$ cat src/rtl/fb_write_ctrl_pkg.sv
// Screen geometry, framebuffer constants and pixel record shared by the
// snake renderer, framebuffer writer and VGA scan-out.
package fb_write_ctrl_pkg;
  localparam int XSCREEN    = 160;
  localparam int YSCREEN    = 120;
  localparam int COLOR_W    = 9;
  localparam int ADDR_W     = 15;
  localparam int FIFO_DEPTH = 16;
  localparam int LVL_W      = $clog2(FIFO_DEPTH) + 1;
  localparam int FB_WORDS   = XSCREEN * YSCREEN;
  localparam logic [COLOR_W-1:0] BG_COLOR = 9'b000_000_000;

  typedef enum logic {ST_CLEAR = 1'b0, ST_RUN = 1'b1} fb_state_e;

  typedef struct packed {
    logic [7:0]         x;
    logic [6:0]         y;
    logic [COLOR_W-1:0] color;
  } pix_t;

  // y*160 + x as shift-adds: 160 = 128 + 32
  function automatic logic [ADDR_W-1:0] pix_addr(input logic [7:0] x, input logic [6:0] y);
    logic [ADDR_W-1:0] yw;
    yw = {8'd0, y};
    pix_addr = (yw << 7) + (yw << 5) + {7'd0, x};
  endfunction
endpackage

$ cat src/rtl/fb_write_ctrl_pix_fifo.sv
// Synchronous pixel FIFO; caller guarantees no push when full without a
// pop and no pop when empty.
module pix_fifo #(
  parameter int DEPTH = 16,
  parameter int W     = 24
) (
  input  logic                     Clock,
  input  logic                     Resetn,
  input  logic                     push_i,
  input  logic                     pop_i,
  input  logic [W-1:0]             wdata_i,
  output logic [W-1:0]             rdata_o,
  output logic                     full_o,
  output logic                     empty_o,
  output logic [$clog2(DEPTH):0]   level_o
);
  localparam int AW = $clog2(DEPTH);

  logic [W-1:0]  mem_q [DEPTH];
  logic [AW-1:0] wptr_q, rptr_q;
  logic [AW:0]   level_q;

  always_ff @(posedge Clock or negedge Resetn) begin
    if (!Resetn) begin
      wptr_q  <= '0;
      rptr_q  <= '0;
      level_q <= '0;
    end else begin
      if (push_i) wptr_q <= wptr_q + 1'b1;
      if (pop_i)  rptr_q <= rptr_q + 1'b1;
      case ({push_i, pop_i})
        2'b10:   level_q <= level_q + 1'b1;
        2'b01:   level_q <= level_q - 1'b1;
        default: level_q <= level_q;
      endcase
    end
  end

  // Storage needs no reset: pointers define which entries are live.
  always_ff @(posedge Clock) begin
    if (push_i) mem_q[wptr_q] <= wdata_i;
  end

  assign rdata_o = mem_q[rptr_q];
  assign full_o  = (level_q == (AW+1)'(DEPTH));
  assign empty_o = (level_q == '0);
  assign level_o = level_q;
endmodule

$ cat src/rtl/fb_write_ctrl.sv
// Framebuffer write port owner: clear sweep after reset / on request, then
// drains buffered pixel writes into linear framebuffer addresses.
module fb_write_ctrl
  import fb_write_ctrl_pkg::*;
(
  input  logic               Clock,
  input  logic               Resetn,
  input  logic [7:0]         pix_x,
  input  logic [6:0]         pix_y,
  input  logic [COLOR_W-1:0] pix_color,
  input  logic               pix_write,
  input  logic               clear_req,
  output logic [ADDR_W-1:0]  mem_addr,
  output logic [COLOR_W-1:0] mem_data,
  output logic               mem_we,
  output logic               busy,
  output logic [LVL_W-1:0]   fifo_level,
  output logic               overflow,
  output logic               oob
);
  fb_state_e          state_q, state_d;
  logic [ADDR_W-1:0]  cnt_q, cnt_d, sweep_addr;
  logic [ADDR_W-1:0]  addr_q, addr_d;
  logic [COLOR_W-1:0] data_q, data_d;
  logic               we_q, we_d, ovf_q, ovf_d, oob_q, oob_d;
  logic               in_range, push, pop, full, empty;
  pix_t               head, wr_pix;

  assign in_range = (pix_x < 8'(XSCREEN)) && (pix_y < 7'(YSCREEN));
  assign pop      = (state_q == ST_RUN) && !clear_req && !empty;
  assign push     = pix_write && in_range && (!full || pop);
  assign wr_pix   = '{x: pix_x, y: pix_y, color: pix_color};

  pix_fifo #(.DEPTH(FIFO_DEPTH), .W($bits(pix_t))) u_fifo (
    .Clock   (Clock),
    .Resetn  (Resetn),
    .push_i  (push),
    .pop_i   (pop),
    .wdata_i (wr_pix),
    .rdata_o (head),
    .full_o  (full),
    .empty_o (empty),
    .level_o (fifo_level)
  );

  always_ff @(posedge Clock or negedge Resetn) begin
    if (!Resetn) begin
      state_q <= ST_CLEAR;
      cnt_q   <= '0;
      addr_q  <= '0;
      data_q  <= '0;
      we_q    <= 1'b0;
      ovf_q   <= 1'b0;
      oob_q   <= 1'b0;
    end else begin
      state_q <= state_d;
      cnt_q   <= cnt_d;
      addr_q  <= addr_d;
      data_q  <= data_d;
      we_q    <= we_d;
      ovf_q   <= ovf_d;
      oob_q   <= oob_d;
    end
  end

  // A request during the sweep restarts it in place, so mem_we never drops.
  assign sweep_addr = clear_req ? '0 : cnt_q;

  always_comb begin
    state_d = state_q;
    cnt_d   = cnt_q;
    case (state_q)
      ST_CLEAR: begin
        cnt_d = sweep_addr + 1'b1;
        if (sweep_addr == ADDR_W'(FB_WORDS - 1)) state_d = ST_RUN;
      end
      ST_RUN: begin
        if (clear_req) begin
          state_d = ST_CLEAR;
          cnt_d   = '0;
        end
      end
      default: state_d = ST_CLEAR;
    endcase
  end

  always_comb begin
    we_d   = 1'b0;
    addr_d = addr_q;
    data_d = data_q;
    if (state_q == ST_CLEAR) begin
      we_d   = 1'b1;
      addr_d = sweep_addr;
      data_d = BG_COLOR;
    end else if (pop) begin
      we_d   = 1'b1;
      addr_d = pix_addr(head.x, head.y);
      data_d = head.color;
    end
    ovf_d = ovf_q | (pix_write & in_range & full & ~pop);
    oob_d = oob_q | (pix_write & ~in_range);
  end

  assign mem_addr = addr_q;
  assign mem_data = data_q;
  assign mem_we   = we_q;
  assign busy     = (state_q == ST_CLEAR);
  assign overflow = ovf_q;
  assign oob      = oob_q;
endmodule

$ cat config.mk
export PLATFORM = sky130hd
export DESIGN_NAME = fb_write_ctrl
export DESIGN_NICKNAME = d
export VERILOG_FILES = /design/src/rtl/fb_write_ctrl_pkg.sv /design/src/rtl/fb_write_ctrl_pix_fifo.sv /design/src/rtl/fb_write_ctrl.sv
export SDC_FILE = /design/constraint.sdc
export NUM_CORES = 1
export LEC_CHECK = 0
export CORE_MARGIN = 2
export CORE_UTILIZATION = 38
export CTS_CLUSTER_SIZE = 10
export DETAILED_ROUTE_END_ITERATION = 7
export PLACE_DENSITY = 0.62
export SYNTH_ARGS = -nofsm -noshare
export SYNTH_HDL_FRONTEND = slang
export SYNTH_SLANG_ARGS = --single-unit
$ cat constraint.sdc
create_clock -name Clock -period 5.8 [get_ports Clock]
set_input_delay 1.16 -clock Clock [delete_from_list [all_inputs] [get_ports Clock]]
set_output_delay 1.16 -clock Clock [all_outputs]
set_load 0.005 [all_outputs]
==> results.ini <==
[status]
status = complete, no violations

[min_path]
worstHoldPathCells = 2
holdPathEnd = mem_addr[6]
hold_path_class = flip-flop to flip-flop
hp-start = mem_addr[6]

[global_routing]
grt_overflow = 0
grt_pass1_wl_mm = 56.3
grt_pass1_vias = 8827
grt.total_usage_pct = 16.1
grt_antenna_before_repair = 1
grt_max_degree = 43

[power_and_ir_drop]
swShare_pct = 23.5
ir_drop_v = 0.000198
p_seq_share_pct = 49.4
power_frac_clock_pct = 37.8
p_per_area_mw_per_mm2 = 373
p_switching_w = 0.00179
p_leak_nw = 6.76
combPwrFrac_pct = 12.8
design_power_total_w = 0.00763
p_int_w = 0.00584

[timing]
hold_viol_final = 0
timing.fmax_mhz = 234
fin_ws_ns = 1.53
finalCritPeriodShare_pct = 73.6
rsz0062_at_grt = no
finalSetupViolations = 0
relSlewSlack_pct = 42.9
period_minus_slack_ns = 4.27
report.final.slew_viol_count = 0
skew_ns = 0.0261
timing.setup.tns_ns = 0
tightest_slew_ns = 0.853

[route]
drc = 0
vias = 8410
dr.pass1.iters = 5
viasPerCell = 5.23
antenna_left = 0
wl_mm = 37.2
drt_iter0_drc = 764
routedWlPerCell_um = 23.1

[layout]
syn2layout_area_growth_pct = 16.8
final-seq-area_mm2 = 0.0129
nets = 1020
drive_gt1_share_pct = 21.3
antenna_cells = 0
fin_cells = 1607
final_area_mm2 = 0.0204
n_fill_cell = 3912
multiInputGateArea_mm2 = 0.00431

[logic_synthesis]
synth_top_area_share_pct = 65.8
synth_flop_cell = edfxtp_1
ys_warn_count = 0
yosysUniqueCellTypes = 41
synth-compound-area-share_pct = 1.72
synthSimpleGateAreaFrac_pct = 3.77
synth.most_common_cell = edfxtp_1
synthTopCellsByArea = edfxtp_1, mux4_2, dfrtp_1, ha_1, nand2_1
ys_seq_area_share_pct = 73.8
yosys.area_share.adder_pct = 1.99
synth.avg_cell_area_um2 = 20.3
synth_nets = 915
synth_top_area_cell = edfxtp_1
muxShareOfSynthArea_pct = 15.6
synth_top_family_by_area = multiplexers
synth_seq_cells = 440
synthesis.area_mm2 = 0.0175
synthTopCellsByCount = edfxtp_1, mux4_2, dfrtp_1
syn_inst = 861
synth_edf_count = 384
synth_async_sr_flop_share_pct = 12.7
synthXorXnorAreaFrac_pct = 1.55

[clock_tree]
ctsLongestPathBuffers = 3
cts-root-buf = clkbuf_16
cts_setup_buffers = 0
cts_hold_buf = 0
post_cts_resize_count = 0
cts_made_buffers = 51
cts_tree = built
clock_latency_ns = 0.59
cts_sinks = 440
ctsHtreeMaxLevel = 2
clkTransAtPathRegs_ns = 0.06

[critical_path]
path_max_fanout = 40
crit_slowest_cell = dfrtp_4
crit_type = flip-flop to flip-flop
timing.rr.end = mem_addr[13]
cpPeakStageDelay_ns = 0.96
worstSetupStartpoint = u_fifo.rptr_q[0]
r2r_cells = 12
worst_ep_required_time_ns = 6.26
rrSetupSlack_ns = 1.53
crit-reg2reg-launch = u_fifo.rptr_q[0]
startpoint_type = flip-flop
crit_chain = mux4_2, mux4_2, inv_1, fa_1, inv_1, ha_1, a211oi_1, o21bai_1, or3_1, a31oi_1, xor2_1, o21ai_1
endpoint_kind = flip-flop
arrival_ns = 4.73

[placement]
dp_cells = 1513
dp_hpwl_mm = 21.2
placed_area_mm2 = 0.0190
port_buffers = 60
gp_congestion = 0.768
dp_slack_ns = 1.22

[die]
core_mm2 = 0.0455
ios = 61
fp.dieH_um = 219
initial_core_util_pct = 38.5
die_x_um = 219
die_area_mm2 = 0.0478
row_count = 78

[job]
cap_viol_max_count = 0

-- power groups by stage --
stage | clock (W) | combinational (W) | sequential, W
after global routing | 0.00310 | 0.00107 | 0.00379
after global placement | 0 | 0.000980 | 0.00383
after floorplan | 0 | 0.000697 | 0.00377
after CTS | 0.00296 | 0.000999 | 0.00377
after detailed placement | 0 | 0.000995 | 0.00384
final | 0.00289 | 0.000975 | 0.00377
-- critical path, delay by kind of cell (launching register included) --
| kind | cells | cell delay (ns) |
|---|---|---|
| compound gates | 4 | 0.62 |
| xor+xnor | 1 | 0.17 |
| fa+ha+maj | 2 | 0.66 |
| buf+inv | 2 | 0.21 |
| flops | 1 | 0.96 |
| mux | 2 | 1.16 |
| simple gates | 1 | 0.31 |
-- sequential cells by signal, indices dropped and copies added, names as in the netlist --
signal,count
state_q,1
u_fifo.rptr_q,4
u_fifo.level_o,5
mem_data,9
u_fifo.mem_q,384
cnt_q,15
overflow,1
u_fifo.wptr_q,4
mem_addr,15
mem_we,1
oob,1
-- cell families after synthesis --
family          after synthesis
buf+inv                      57
simple gates                135
mux                         123
fa+ha+maj                    26
compound gates               49
flops                       440
xor+xnor                     31
-- placed cells by master (no fill, tap or decap), drive strengths merged, types with 5 or more instances in the layout --
cell type	count
a21oi	11
mux4	120
dfrtp	56
clkdlybuf4s50	59
and2	16
nand4	6
nor2b	6
nor2	20
xnor2	18
clkbuf	90
ha	23
a22oi	5
a21o	6
nand2	48
and3	10
xor2	13
buf	34
inv	16
o21ai	17
edfxtp	384
nand3	17
-- metal layers --
metal	share of wire [%]	vias to the layer above	track usage [%]
met5	0.035	-	0
met4	1.8	2	4.21
met3	6.3	45	4.09
met2	47	213	25.3
met1	45	4460	22.5
li1	-	3690	-
-- area by class of cell --
class                   count  share of cell area, %
inverters                  16                  0.294
repair buffers             93                   4.37
clock inverters             4                  0.233
flip-flops and latches    440                   63.3
well taps                 600                   3.67
multi-input cells         364                   21.1
clock buffers              90                   7.05
-- through the flow --
step           hold WS, ns  utilization (%)
3_3_place_gp         0.461             41.7
4_1_cts              0.462             45.0
6_report             0.473             45.0
5_1_grt              0.477             45.0
2_1_floorplan        0.451                -
3_5_place_dp         0.471             41.7
-- worst max path at each step --
stage                          endpoint  slack (ns)  depth (start not counted)
global placement    u_fifo.mem_q[3][22]        1.34                          8
finish                     mem_addr[13]        1.53                         12
CTS                        mem_addr[13]        1.43                         12
global route               mem_addr[13]        1.22                         12
detailed placement   u_fifo.mem_q[0][9]        1.22                          8
floorplan                  mem_addr[14]        1.88                         14
Power figures use the tool's default switching activity.
